<file path="src/rtl/nib_mbox_pkg.sv">
// Shared register map, bit positions and STATUS layout for the NIB inter-core mailbox.
// Offsets are the word index taken from addr_i[4:2].
package nib_mbox_pkg;

  localparam logic [2:0] MBOX_DATA   = 3'd0;
  localparam logic [2:0] MBOX_STATUS = 3'd1;
  localparam logic [2:0] MBOX_CTRL   = 3'd2;
  localparam logic [2:0] MBOX_THRESH = 3'd3;
  localparam logic [2:0] MBOX_PEEK   = 3'd4;

  localparam int ST_EMPTY = 16;
  localparam int ST_FULL  = 17;
  localparam int ST_OVF   = 18;
  localparam int ST_UDF   = 19;

  localparam int CTRL_IRQ_EN  = 0;
  localparam int CTRL_FLUSH   = 1;
  localparam int CTRL_CLR_ERR = 2;

  typedef struct packed {
    logic [11:0] rsvd;
    logic        udf;
    logic        ovf;
    logic        full;
    logic        empty;
    logic [15:0] count;
  } mbox_status_t;

endpackage

</file>
<file path="src/rtl/mbox_fifo.sv">
// Mailbox word storage: circular buffer with separate count; push when full / pop when empty are ignored.
// Head is combinational from rd_ptr; pointer/count updates land on the next clk edge. No backpressure.
module mbox_fifo #(
  parameter int DEPTH = 16,
  localparam int AW = $clog2(DEPTH)
) (
  input  logic          clk,
  input  logic          rst,
  input  logic          push_i,
  input  logic          pop_i,
  input  logic          flush_i,
  input  logic [31:0]   wdata_i,
  output logic [31:0]   head_o,
  output logic [AW:0]   count_o,
  output logic [AW:0]   count_next_o,
  output logic          full_o,
  output logic          empty_o
);

  logic [31:0]   mem_q [DEPTH];
  logic [AW-1:0] wr_ptr_q, wr_ptr_d;
  logic [AW-1:0] rd_ptr_q, rd_ptr_d;
  logic [AW:0]   count_q, count_d;
  logic          do_push, do_pop;

  assign full_o  = (count_q == (AW+1)'(DEPTH));
  assign empty_o = (count_q == '0);
  assign do_push = push_i & ~full_o;
  assign do_pop  = pop_i & ~empty_o;

  always_comb begin
    wr_ptr_d = wr_ptr_q;
    rd_ptr_d = rd_ptr_q;
    count_d  = count_q;
    if (flush_i) begin
      wr_ptr_d = '0;
      rd_ptr_d = '0;
      count_d  = '0;
    end else begin
      if (do_push) begin
        wr_ptr_d = wr_ptr_q + AW'(1);
        count_d  = count_d + (AW+1)'(1);
      end
      if (do_pop) begin
        rd_ptr_d = rd_ptr_q + AW'(1);
        count_d  = count_d - (AW+1)'(1);
      end
    end
  end

  always_ff @(posedge clk) begin
    if (rst) begin
      wr_ptr_q <= '0;
      rd_ptr_q <= '0;
      count_q  <= '0;
    end else begin
      wr_ptr_q <= wr_ptr_d;
      rd_ptr_q <= rd_ptr_d;
      count_q  <= count_d;
    end
  end

  // Contents are don't-care after reset, so the array carries no reset.
  always_ff @(posedge clk) begin
    if (do_push) mem_q[wr_ptr_q] <= wdata_i;
  end

  assign head_o       = mem_q[rd_ptr_q];
  assign count_o      = count_q;
  assign count_next_o = count_d;

endmodule

</file>
<file path="src/rtl/nib_mailbox_slave.sv">
// NIB slave mailbox: DATA/STATUS/CTRL/THRESH/PEEK decode, sticky errors, registered doorbell irq_o.
// Reads are combinational same-cycle; irq_o lags the access by one clk. THRESH exists only with NIB_MBOX_WATERMARK_EN.
module nib_mailbox_slave
  import nib_mbox_pkg::*;
#(
  parameter int          DEPTH     = 16,
  parameter logic [31:0] BASE_ADDR = 32'h0000_3000
) (
  input  logic        clk,
  input  logic        rst,
  input  logic        req_i,
  input  logic [31:0] addr_i,
  input  logic        we_i,
  input  logic [31:0] wdata_i,
  output logic [31:0] rd_data_o,
  output logic        irq_o,
  output logic        full_o,
  output logic        empty_o
);

  localparam int AW = $clog2(DEPTH);

  logic [2:0]   off;
  logic         wr, rd, push, pop, ctrl_wr, flush, clr_err;
  logic [31:0]  head;
  logic [AW:0]  count, count_next;
  logic         ovf_q, ovf_d, udf_q, udf_d, irq_en_q, irq_en_d, irq_q, irq_d;
  logic [15:0]  count_next16;
  mbox_status_t status;
  logic         unused_addr;

  // Upper address bits are decoded by the NIB; only the word index matters here.
  assign unused_addr = ^{addr_i[31:5], addr_i[1:0], BASE_ADDR};

  assign off     = addr_i[4:2];
  assign wr      = req_i & we_i;
  assign rd      = req_i & ~we_i;
  assign push    = wr & (off == MBOX_DATA);
  assign pop     = rd & (off == MBOX_DATA);
  assign ctrl_wr = wr & (off == MBOX_CTRL);
  assign flush   = ctrl_wr & wdata_i[CTRL_FLUSH];
  assign clr_err = ctrl_wr & wdata_i[CTRL_CLR_ERR];

  mbox_fifo #(.DEPTH(DEPTH)) u_fifo (
    .clk          (clk),
    .rst          (rst),
    .push_i       (push),
    .pop_i        (pop),
    .flush_i      (flush),
    .wdata_i      (wdata_i),
    .head_o       (head),
    .count_o      (count),
    .count_next_o (count_next),
    .full_o       (full_o),
    .empty_o      (empty_o)
  );

  assign count_next16 = 16'(count_next);

`ifdef NIB_MBOX_WATERMARK_EN
  logic [15:0] thresh_q, thresh_d, thresh_eff;
  assign thresh_d   = (wr && off == MBOX_THRESH) ? wdata_i[15:0] : thresh_q;
  assign thresh_eff = (thresh_q == '0) ? 16'd1 : thresh_q;
  always_ff @(posedge clk) begin
    if (rst) thresh_q <= '0;
    else     thresh_q <= thresh_d;
  end
`endif

  always_comb begin
    ovf_d    = ovf_q;
    udf_d    = udf_q;
    irq_en_d = irq_en_q;
    if (clr_err) begin
      ovf_d = 1'b0;
      udf_d = 1'b0;
    end
    if (push && full_o)  ovf_d = 1'b1;
    if (pop && empty_o)  udf_d = 1'b1;
    if (ctrl_wr)         irq_en_d = wdata_i[CTRL_IRQ_EN];
`ifdef NIB_MBOX_WATERMARK_EN
    irq_d = irq_en_q & (count_next16 >= thresh_eff) & (count_next16 != '0);
`else
    irq_d = irq_en_q & (count_next16 != '0);
`endif
  end

  always_ff @(posedge clk) begin
    if (rst) begin
      ovf_q    <= 1'b0;
      udf_q    <= 1'b0;
      irq_en_q <= 1'b0;
      irq_q    <= 1'b0;
    end else begin
      ovf_q    <= ovf_d;
      udf_q    <= udf_d;
      irq_en_q <= irq_en_d;
      irq_q    <= irq_d;
    end
  end

  assign irq_o  = irq_q;
  assign status = '{rsvd: '0, udf: udf_q, ovf: ovf_q, full: full_o, empty: empty_o,
                    count: 16'(count)};

  always_comb begin
    rd_data_o = '0;
    if (rd) begin
      case (off)
        MBOX_DATA, MBOX_PEEK: rd_data_o = empty_o ? 32'h0 : head;
        MBOX_STATUS:          rd_data_o = status;
        MBOX_CTRL:            rd_data_o = {31'h0, irq_en_q};
`ifdef NIB_MBOX_WATERMARK_EN
        MBOX_THRESH:          rd_data_o = {16'h0, thresh_q};
`endif
        default:              rd_data_o = '0;
      endcase
    end
  end

endmodule

</file>
<file path="config.mk">
export PLATFORM = sky130hd
export DESIGN_NAME = nib_mailbox_slave
export DESIGN_NICKNAME = d
export VERILOG_FILES = /design/src/rtl/nib_mbox_pkg.sv /design/src/rtl/mbox_fifo.sv /design/src/rtl/nib_mailbox_slave.sv
export SDC_FILE = /design/constraint.sdc
export NUM_CORES = 1
export LEC_CHECK = 0
export CELL_PAD_IN_SITES_DETAIL_PLACEMENT = 0
export CELL_PAD_IN_SITES_GLOBAL_PLACEMENT = 1
export CORE_MARGIN = 2
export CORE_UTILIZATION = 48
export CTS_CLUSTER_DIAMETER = 40
export DETAILED_ROUTE_END_ITERATION = 10
export DONT_BUFFER_PORTS = 1
export PLACE_DENSITY = 0.79
export SLEW_MARGIN = 15
export SYNTH_ARGS = -nofsm -noshare
export SYNTH_HDL_FRONTEND = slang
export SYNTH_SLANG_ARGS = --single-unit
</file>
<file path="constraint.sdc">
create_clock -name clk -period 5.4 [get_ports clk]
set_input_delay 1.08 -clock clk [delete_from_list [all_inputs] [get_ports clk]]
set_output_delay 1.08 -clock clk [all_outputs]
set_load 0.1 [all_outputs]
</file>
# [Word-level counts from Yosys, hierarchy flattened]
# Memory sizes are Yosys's and may differ from the RTL's. A register that Yosys moved wholly into a read port is not among the register bits.
# Cells that the tools add are included.
[classes] eq_ne=4 addsub=4 reduce_logical=9 bitwise_logic=13 mux=14
[ops] cell="one-hot mux 32 bit (3 select lines)" count=1
[ops] cell="2-to-1 mux 32 bit" count=2
[ops] cell="2-to-1 mux 5 bit" count=4
[ops] cell="nonzero test 16 bit" count=1
[ops] cell="bitwise AND 1 bit" count=10
[ops] cell="adder 4 x 1 -> 4 bit (second input constant)" count=2
[ops] cell="2-to-1 mux 4 bit" count=2
[ops] cell="adder 5 x 1 -> 5 bit (second input constant)" count=1
[ops] cell="== test 5 bit (second input constant)" count=1
[ops] cell="logical NOT 5 bit" count=1
[ops] cell="2-to-1 mux 1 bit" count=5
[ops] cell="subtractor 5 x 1 -> 5 bit (second input constant)" count=1
[ops] cell="nonzero test 2 bit" count=2
[ops] cell="OR reduction 2 bit" count=2
[ops] cell="== test 3 x 1 -> 1 bit (second input constant)" count=1
[ops] cell="== test 3 x 2 -> 1 bit (second input constant)" count=1
[ops] cell="== test 3 bit (second input constant)" count=1
[ops] cell="logical NOT 3 bit" count=1
[ops] cell="inverter 1 bit" count=3
[ops] cell="logical AND 1 bit" count=2
[totals] output_inout_bits=35 word_cells=52 n_memories=1 in_bits=68 ff_bits=17 ram_bits=512
[mem_list] memory="u_fifo.mem_q" words=16 width=32 read_ports=1 rd_clocked_by_memory_dff=1 write_ports=1 line_no="mbox_fifo.sv:20" source="logic [31:0] mem_q [DEPTH];"

# [Depth between registers and ports, before layout]
# Gate-level depths: netlist of run 1.
[depth] ltp_word=10 ltp_mapped=11 depth_no_buf=10

# [Hierarchy]
# Synthesis of run 1 repeated with hierarchy kept, for this count alone.
[hier_totals] hier_cells=909 area_unflattened_um2=21137.8
[modules_own_cells] mod="mbox_fifo" cells_per_inst=833 area_per_inst_um2=20586.0 instances=1 seq_area_each_um2=15715.1
[modules_own_cells] mod="nib_mailbox_slave" cells_per_inst=76 area_per_inst_um2=551.8 instances=1 seq_area_each_um2=80.1

# [Worst setup path before layout of run 1]
# Ideal clock, no wire load.
[synth_timing] path_type="reg2out" startpoint="register u_fifo.count_q[0], in the netlist u_fifo.count_o[0]" endpoint="output rd_data_o[16]" setup_slack_ns=0.058 arrival_time_ns=4.262 n_path_buf=0 stages_incl_launch_ff=6 required_ns=4.320 path_cell_list="dfxtp_1 inv_1 ha_1 nor4b_2 nand2_1 a21oi_1"
[synth_between] elab_chain_len=4
[synth_lines] item="from (decl)" line_no="mbox_fifo.sv:23" source="logic [AW:0] count_q, count_d;"
[synth_lines] item="from (signal assigned)" line_no="mbox_fifo.sv:59" source="count_q <= count_d;"
[synth_lines] item="logical NOT 5 bit (*)" line_no="mbox_fifo.sv:27" source="assign empty_o = (count_q == '0);"
[synth_lines] item="named net empty_o" line_no="nib_mailbox_slave.sv:18" source="output logic empty_o"
[synth_lines] item="2-to-1 mux 32 bit" line_no="nib_mailbox_slave.sv:110" source="MBOX_DATA, MBOX_PEEK: rd_data_o = empty_o ? 32'h0 : head;"
[synth_lines] item="one-hot mux 32 bit (3 select lines) (*)" line_no="nib_mailbox_slave.sv:109" source="case (off)"
[synth_lines] item="2-to-1 mux 32 bit (*)" line_no="nib_mailbox_slave.sv:108" source="if (rd) begin"
[synth_lines] item="to (decl)" line_no="nib_mailbox_slave.sv:15" source="output logic [31:0] rd_data_o,"
# The timed path passes the listed nets; every way through them passes the cells marked *.

# [Worst setup path after layout of run 1]
[layout_timing] startpoint="register u_fifo.count_q[0], in the netlist u_fifo.count_o[0]" endpoint="output rd_data_o[5]"
[layout_between] elab_chain_len=4
[layout_lines] item="logical NOT 5 bit" line_no="mbox_fifo.sv:27"
[layout_lines] item="named net empty_o" line_no="nib_mailbox_slave.sv:18"
[layout_lines] item="2-to-1 mux 32 bit" line_no="nib_mailbox_slave.sv:110"
[layout_lines] item="one-hot mux 32 bit (3 select lines)" line_no="nib_mailbox_slave.sv:109"
[layout_lines] item="2-to-1 mux 32 bit" line_no="nib_mailbox_slave.sv:108"
# The timed path passes the listed nets, and every way through them passes these cells.

==> run_results.csv, run 1 <==
group,metric,value,unit
synthesis,yosysWarnings,0,
clock_tree,clock-sinks,533,
setup_path,path_depth,9,
clock_tree,clk_latency,0.61,ns
worst_hold_path,holdPathStages,2,
layout,fin_nets,1115,
placed_design,gp_congestion,0.7603,
die,dieWidth,211.9,µm
synthesis,yosysSeqAreaShare,0.7611,
worst_hold_path,hold_path_startpoint,"irq_en_q",
synthesis,synth_cell_types,42,
routing,vias_per_cell,5.809,
routing,via_count,9754,
worst_hold_path,worstHoldPathType,"flop to flop",
synthesis,syn_inst,952,
worst_hold_path,min_to,"irq_o",
die,ios,103,
sta,whs,0.4632,ns
placed_design,placed_cell_area,22260,µm²
synthesis,ys_ff_latch,533,
power_and_ir_drop,p_total,9.063,mW
power_and_ir_drop,ir_worst_vdd,0.3703,mV
sta,rsz0062_at_grt,"false",
clock_tree,postCtsHoldBufs,0,
sta,worst-slew-pin-transition,1.052,ns
global_routing,grt_antenna_before_repair,0,
setup_path,cp_top_family,"buffers and inverters",
layout,final_core_util,0.5731,
setup_path,crit_chain,"inv_1 -> ha_1 -> nor4b_4 -> buf_4 -> nor3_2 -> buf_4 -> nand2b_4 -> a211oi_4 -> buf_4",
synthesis,netlist_area,20750,µm²
layout,n_antenna_cell,0,
setup_path,reg2reg_depth,8,
clock_tree,clkTransAtPathRegs,0.05,ns
die,rows,76,
layout,area_growth,18.44,%
die,start_util,0.4839,
flow_run,maxCapViolations,0,
synthesis,synth.net_count,1028,
power_and_ir_drop,power_density,368.7,nW/µm²
sta,clock_skew,0.06122,ns
setup_path,crit_arrival,3.46,ns
sta,period_share,0.8403,
setup_path,crit_slowest_cell,"dfxtp_1",
die,fp.dieArea,44920,µm²
routing,post-route-drc-count,0,
sta,min_period,4.538,ns
sta,drv_slew,0,
layout,drive_above_1_share,0.3528,
clock_tree,tritoncts,"yes",
die,coreArea,42890,µm²
global_routing,grt_util_all_layers,0.1988,
setup_path,crit_required,4.32,ns
die,fp.dieH,211.9,µm
synthesis,postSynthAreaPerCell,21.80,µm²
clock_tree,cts_resized,0,
global_routing,grt_max_degree,58,
setup_path,endpoint_kind,"output pin",
clock_tree,cts_made_buffers,70,
global_routing,grt_pass1_wl,63.95,mm
global_routing,overflow,0,
placed_design,place_hpwl,22.59,mm
synthesis,synth_edf_count,512,
global_routing,grt_pass1_vias,10140,
setup_path,crit_buf_inv,4,
clock_tree,clockBufferDepth,3,
setup_path,ff2ff_setup_slack,1.84,ns
routing,dr.first_iter.drc_count,1085,
status,status,"finished, final reports clean",
routing,wire_per_inst,25.76,µm
setup_path,r2r_start,"u_fifo.count_o[0]",
routing,drtAntennaViolNets,0,
clock_tree,cts_setup_buffers,0,
clock_tree,root_buffer,"clkbuf_16",
sta,setup_viol,0,
placed_design,port_buffers,0,
power_and_ir_drop,leakagePower,7.442,nW
synthesis,synth_ff_type,"edfxtp_1",
routing,routed_wirelength,43.25,mm
setup_path,path_common_cell,"buf_4",
sta,fmax,220.4,MHz
layout,fin_area,24580,µm²
setup_path,max_stage_delay,0.48,ns
setup_path,rr_endpoint,"u_fifo.mem_q[12][0]",
routing,firstDrtPassIters,4,
setup_path,worstSetupPathType,"flop to output pin",
sta,finalSetupTns,0,ns
synthesis,async_reset_ff_frac,0,
sta,hold_viol_final,0,
setup_path,critPathLaunchType,"flop",
clock_tree,h-tree-depth,3,
setup_path,crit_fanout,23,
sta,slew-limit-headroom,0.2977,
per-stage QoR:
step,worst slack (ns),cells
3_5_place_dp,1.361,1552
2_1_floorplan,0.05758,952
4_1_cts,0.7863,1679
5_1_grt,0.6221,1679
6_report,0.8622,1679
3_3_place_gp,1.373,1552
cells in the final DEF (no fill, tap or decap), drive strengths merged, types with 2 or more instances in the layout:
master | netlist | final
a211oi | 44 | 44
a21oi | 5 | 5
a22oi | 8 | 8
and2 | 4 | 4
and4bb | 2 | 2
buf | 31 | 69
bufinv | 0 | 3
clkbuf | 23 | 73
clkinv | 0 | 24
clkinvlp | 0 | 7
dfxtp | 21 | 21
edfxtp | 512 | 512
ha | 8 | 8
inv | 6 | 26
mux2i | 27 | 27
mux4 | 138 | 138
nand2 | 14 | 14
nand2b | 4 | 4
nand3b | 2 | 2
nand4 | 4 | 4
nor2 | 39 | 39
nor2b | 23 | 23
nor3 | 9 | 9
nor3b | 3 | 3
nor4b | 2 | 2
or3 | 2 | 2
xnor2 | 9 | 9
xor2 | 5 | 5
how the worst max path moves through the flow:
| stage | start | endpoint | slack (ns) |
|---|---|---|---|
| 2_1_floorplan | u_fifo.count_o[0] | rd_data_o[16] | 0.06 |
| 4_1_cts | flop | rd_data_o[12] | 0.79 |
| 3_3_place_gp | we_i | rd_data_o[5] | 1.37 |
| 6_report | u_fifo.count_o[0] | rd_data_o[5] | 0.86 |
| 3_5_place_dp | we_i | rd_data_o[5] | 1.36 |
| 5_1_grt | flop | rd_data_o[15] | 0.62 |
where the power goes:
group / leakage, nW / internal [mW] / switching, mW
logic: 1.55 / 0.0153 / 0.0259
registers: 4.77 / 4.53 / 0.00201
clock network: 1.12 / 2.61 / 1.88
flip-flops by register name, summed over array words and instances (netlist names), named ones only:
name / cells
irq_en_q: 1
irq_o: 1
ovf_q: 1
u_fifo.count_o: 5
u_fifo.mem_q: 512
u_fifo.rd_ptr_q: 4
u_fifo.wr_ptr_q: 4
udf_q: 1
cells in the mapped netlist (3+ instances only):
| cell type | instances | share of area |
|---|---|---|
| edfxtp_1 | 512 | 0.74 |
| mux4_2 | 138 | 0.15 |
| a211oi_1 | 44 | 0.016 |
| nor2_1 | 39 | 0.0071 |
| mux2i_1 | 27 | 0.013 |
| nor2b_1 | 23 | 0.0069 |
| clkbuf_1 | 22 | 0.0040 |
| dfxtp_1 | 21 | 0.020 |
| buf_2 | 20 | 0.0048 |
| nand2_1 | 14 | 0.0025 |
| a22oi_1 | 8 | 0.0029 |
| ha_1 | 8 | 0.0048 |
| xnor2_1 | 8 | 0.0034 |
| buf_1 | 6 | 0.0011 |
| inv_1 | 6 | 0.0011 |
| nor3_1 | 6 | 0.0014 |
| a21oi_1 | 5 | 0.0012 |
| xor2_1 | 5 | 0.0021 |
| and2_1 | 4 | 0.0012 |
| nand2b_1 | 4 | 0.0012 |
| nand4_1 | 4 | 0.0012 |
| buf_6 | 3 | 0.0016 |
| nor3b_1 | 3 | 0.0011 |
worst min-delay path: cells and delay by family (launching register included):
family                 cells  cell delay [ns]
AOI/OAI and AO/OA          1             0.04
buffers and inverters      1             0.06
DFF                        1             0.32
area by class of cell:
type / count / area, µm²
flip-flops and latches: 533 / 15810
inverters: 6 / 22.52
clock inverters: 54 / 553.0
clock buffers: 73 / 1763
well taps: 585 / 732.0
multi-input cells: 359 / 5106
fillers: 3031 / 18310
repair buffers: 69 / 593.1
cells by family after synthesis:
| logic type | share of synthesized area |
|---|---|
| compound gates | 0.02225 |
| xor+xnor | 0.006270 |
| fa+ha+maj | 0.004823 |
| buf+inv | 0.01356 |
| flops | 0.7611 |
| mux | 0.1628 |
| simple gates | 0.02924 |
layer usage:
metal,GRT usage,up-vias,routed length (µm)
li1,-,4162,-
met1,0.2645,5161,17560
met2,0.3281,357,21860
met3,0.04332,74,2853
met4,0.06702,0,979
met5,0,-,0
Note: power is estimated with default switching activity, not from simulation.
==> run 2: changes to the inputs <==
- PLACE_DENSITY: 0.79 -> 0.82
- clock period: 5.4 -> 3.9 ns (I/O delays scaled with it)
==> run 2 against run 1 <==
Count of clock-buffer cells in the layout decreased by 5. Critical path depth decreased by 2. Clock skew decreased by 0.042 ns. Cell area increased by 1.1%. Register-to-register slack got worse by 1.1 ns. Core utilization increased by 0.62 points.
==> run_results.csv, run 2 (same netlist as run 1, synthesis figures left out) <==
group,metric,value,unit
status,status,"finished, final reports clean",
global_routing,grt_util_all_layers,0.1970,
power_and_ir_drop,ir_worst_vdd,0.6251,mV
die,coreArea,42890,µm²
sta,hold_viol_final,0,
global_routing,grt_max_degree,40,
global_routing,top_usage_layer,"met2",
die,rows,76,
setup_path,ff2ff_setup_slack,0.75,ns
placed_design,pre_cts_ws,0.5954,ns
layout,fin_nets,1116,
setup_path,crit_end,"rd_data_o[18]",
routing,post-route-drc-count,0,
routing,routed_wirelength,42.73,mm
routing,dr.first_iter.drc_count,956,
sta,worst-slew-pin-transition,1.058,ns
clock_tree,h-tree-depth,2,
placed_design,placed_cell_area,22830,µm²
setup_path,reg2reg_depth,7,
routing,wire_per_inst,25.51,µm
layout,finalNonFillerCells,1675,
power_and_ir_drop,pwr-share-seq,0.533,
power_and_ir_drop,clockPowerShare,0.462,
setup_path,worstSetupPathType,"flop to output pin",
global_routing,overflow,0,
clock_tree,tritoncts,"yes",
clock_tree,clockBufferDepth,3,
clock_tree,clk_latency,0.64,ns
setup_path,r2r_start,"u_fifo.count_o[0]",
clock_tree,root_buffer,"clkbuf_16",
global_routing,grt_pass1_vias,10120,
routing,vias_per_cell,5.864,
layout,final_common_cell,"edfxtp_1",
power_and_ir_drop,switchingPower,2.438,mW
die,start_util,0.4839,
placed_design,gp_congestion,0.7814,
layout,area_growth,19.73,%
placed_design,place_hpwl,23.33,mm
global_routing,grt_antenna_before_repair,0,
layout,top_register,"u_fifo.mem_q",
clock_tree,clkTransAtPathRegs,0.06,ns
routing,via_count,9822,
sta,slew-limit-headroom,0.2936,
routing,drtAntennaViolNets,0,
routing,firstDrtPassIters,5,
setup_path,crit_required,3.12,ns
sta,setup_viol,0,
sta,clock_skew,0.01923,ns
sta,rsz0062_at_grt,"false",
setup_path,crit_arrival,2.98,ns
layout,final_cell_mix,"edfxtp_1 (512), mux4_2 (138), clkbuf_16 (60)",
die,fp.dieArea,44920,µm²
sta,min_period,3.765,ns
power_and_ir_drop,internal-power,9.342,mW
setup_path,critPathLaunchType,"flop",
global_routing,met1_usage,0.2761,
die,dieWidth,211.9,µm
setup_path,rr_endpoint,"u_fifo.mem_q[2][23]",
clock_tree,cts_made_buffers,60,
die,fp.dieH,211.9,µm
sta,finalSetupTns,0,ns
sta,period_share,0.9654,
global_routing,grt_pass1_wl,64.23,mm
layout,drive_above_1_share,0.3468,
die,ios,103,
clock_tree,clock-sinks,533,
layout,largest_reg_flops,512,
setup_path,endpoint_kind,"output pin",
power_and_ir_drop,p_total,11.78,mW
layout,fin_area,24850,µm²
placed_design,dp_cells,1561,
sta,fmax,265.6,MHz
setup_path,startpoint,"u_fifo.count_o[0]",
layout,n_antenna_cell,0,
power_and_ir_drop,leakagePower,7.409,nW
global_routing,grtUsageMet2,0.3150,
placed_design,port_buffers,0,
global_routing,grtUsageMet3,0.04450,
power_and_ir_drop,sw_frac_of_total,0.2070,
power_and_ir_drop,power_density,474.1,nW/µm²
sta,drv_slew,0,
power_and_ir_drop,combPwrFrac,0.005,
flow_run,maxCapViolations,0,
worst_hold_path,worstHoldPathType,"primary input to flop",
setup_path,crit_fanout,9,
sta,worst_slack,0.1350,ns
[run 2: critical path: stages (launching register included)]
cell	delay, ns
dfxtp_1	0.48
inv_1	0.10
ha_1	0.22
nor4b_4	0.17
nor3_2	0.24
buf_4	0.22
a22oi_1	0.11
nor2_2	0.82
[run 2: layout make-up]
class / instances / area, µm²
Clock buffer: 68 / 1531
Multi-Input combinational cell: 359 / 5161
Fill cell: 2968 / 18040
Sequential cell: 533 / 15810
Inverter: 6 / 22.52
Clock inverter: 44 / 436.7
Tap cell: 585 / 732.0
Timing Repair Buffer: 80 / 1154
[run 2: worst min path at each step]
stage	start	end	slack, ns	depth (start not counted)
finish	rst	irq_en_q	0.23	1
global route	rst	ovf_q	0.21	1
CTS	rst	irq_en_q	0.20	1
detailed placement	irq_en_q	irq_o	0.45	2
global placement	irq_en_q	irq_o	0.45	2
floorplan	irq_en_q	irq_o	0.42	2
[run 2: power by group through the flow]
| stage | clock network, mW | registers (mW) | logic, mW |
|---|---|---|---|
| after floorplan | 0 | 6.40 | 0.0461 |
| after global placement | 0 | 6.39 | 0.0610 |
| after detailed placement | 0 | 6.39 | 0.0614 |
| after CTS | 5.52 | 6.27 | 0.0624 |
| after global routing | 5.75 | 6.27 | 0.0669 |
| final | 5.44 | 6.27 | 0.0625 |
[run 2: timing repair]
action	CTS	global route
pin swaps	0	0
buffers inserted	2	0
hold buffers	0	0
setup endpoints to repair	5	4
cloned	0	0
resized for setup	3	4
endpoints found under the hold margin	0	0
[run 2: per-stage QoR]
stage            util  hold slack, ns
2_1_floorplan       -          0.4209
3_3_place_gp   0.5323          0.4503
3_5_place_dp   0.5323          0.4515
4_1_cts        0.5789          0.2047
5_1_grt        0.5794          0.2088
6_report       0.5794          0.2279
[run 2: layer usage]
metal / vias up / part of all wire
li1: 4146 / -
met1: 5226 / 0.41
met2: 393 / 0.49
met3: 57 / 0.078
met4: 0 / 0.018
met5: - / 0
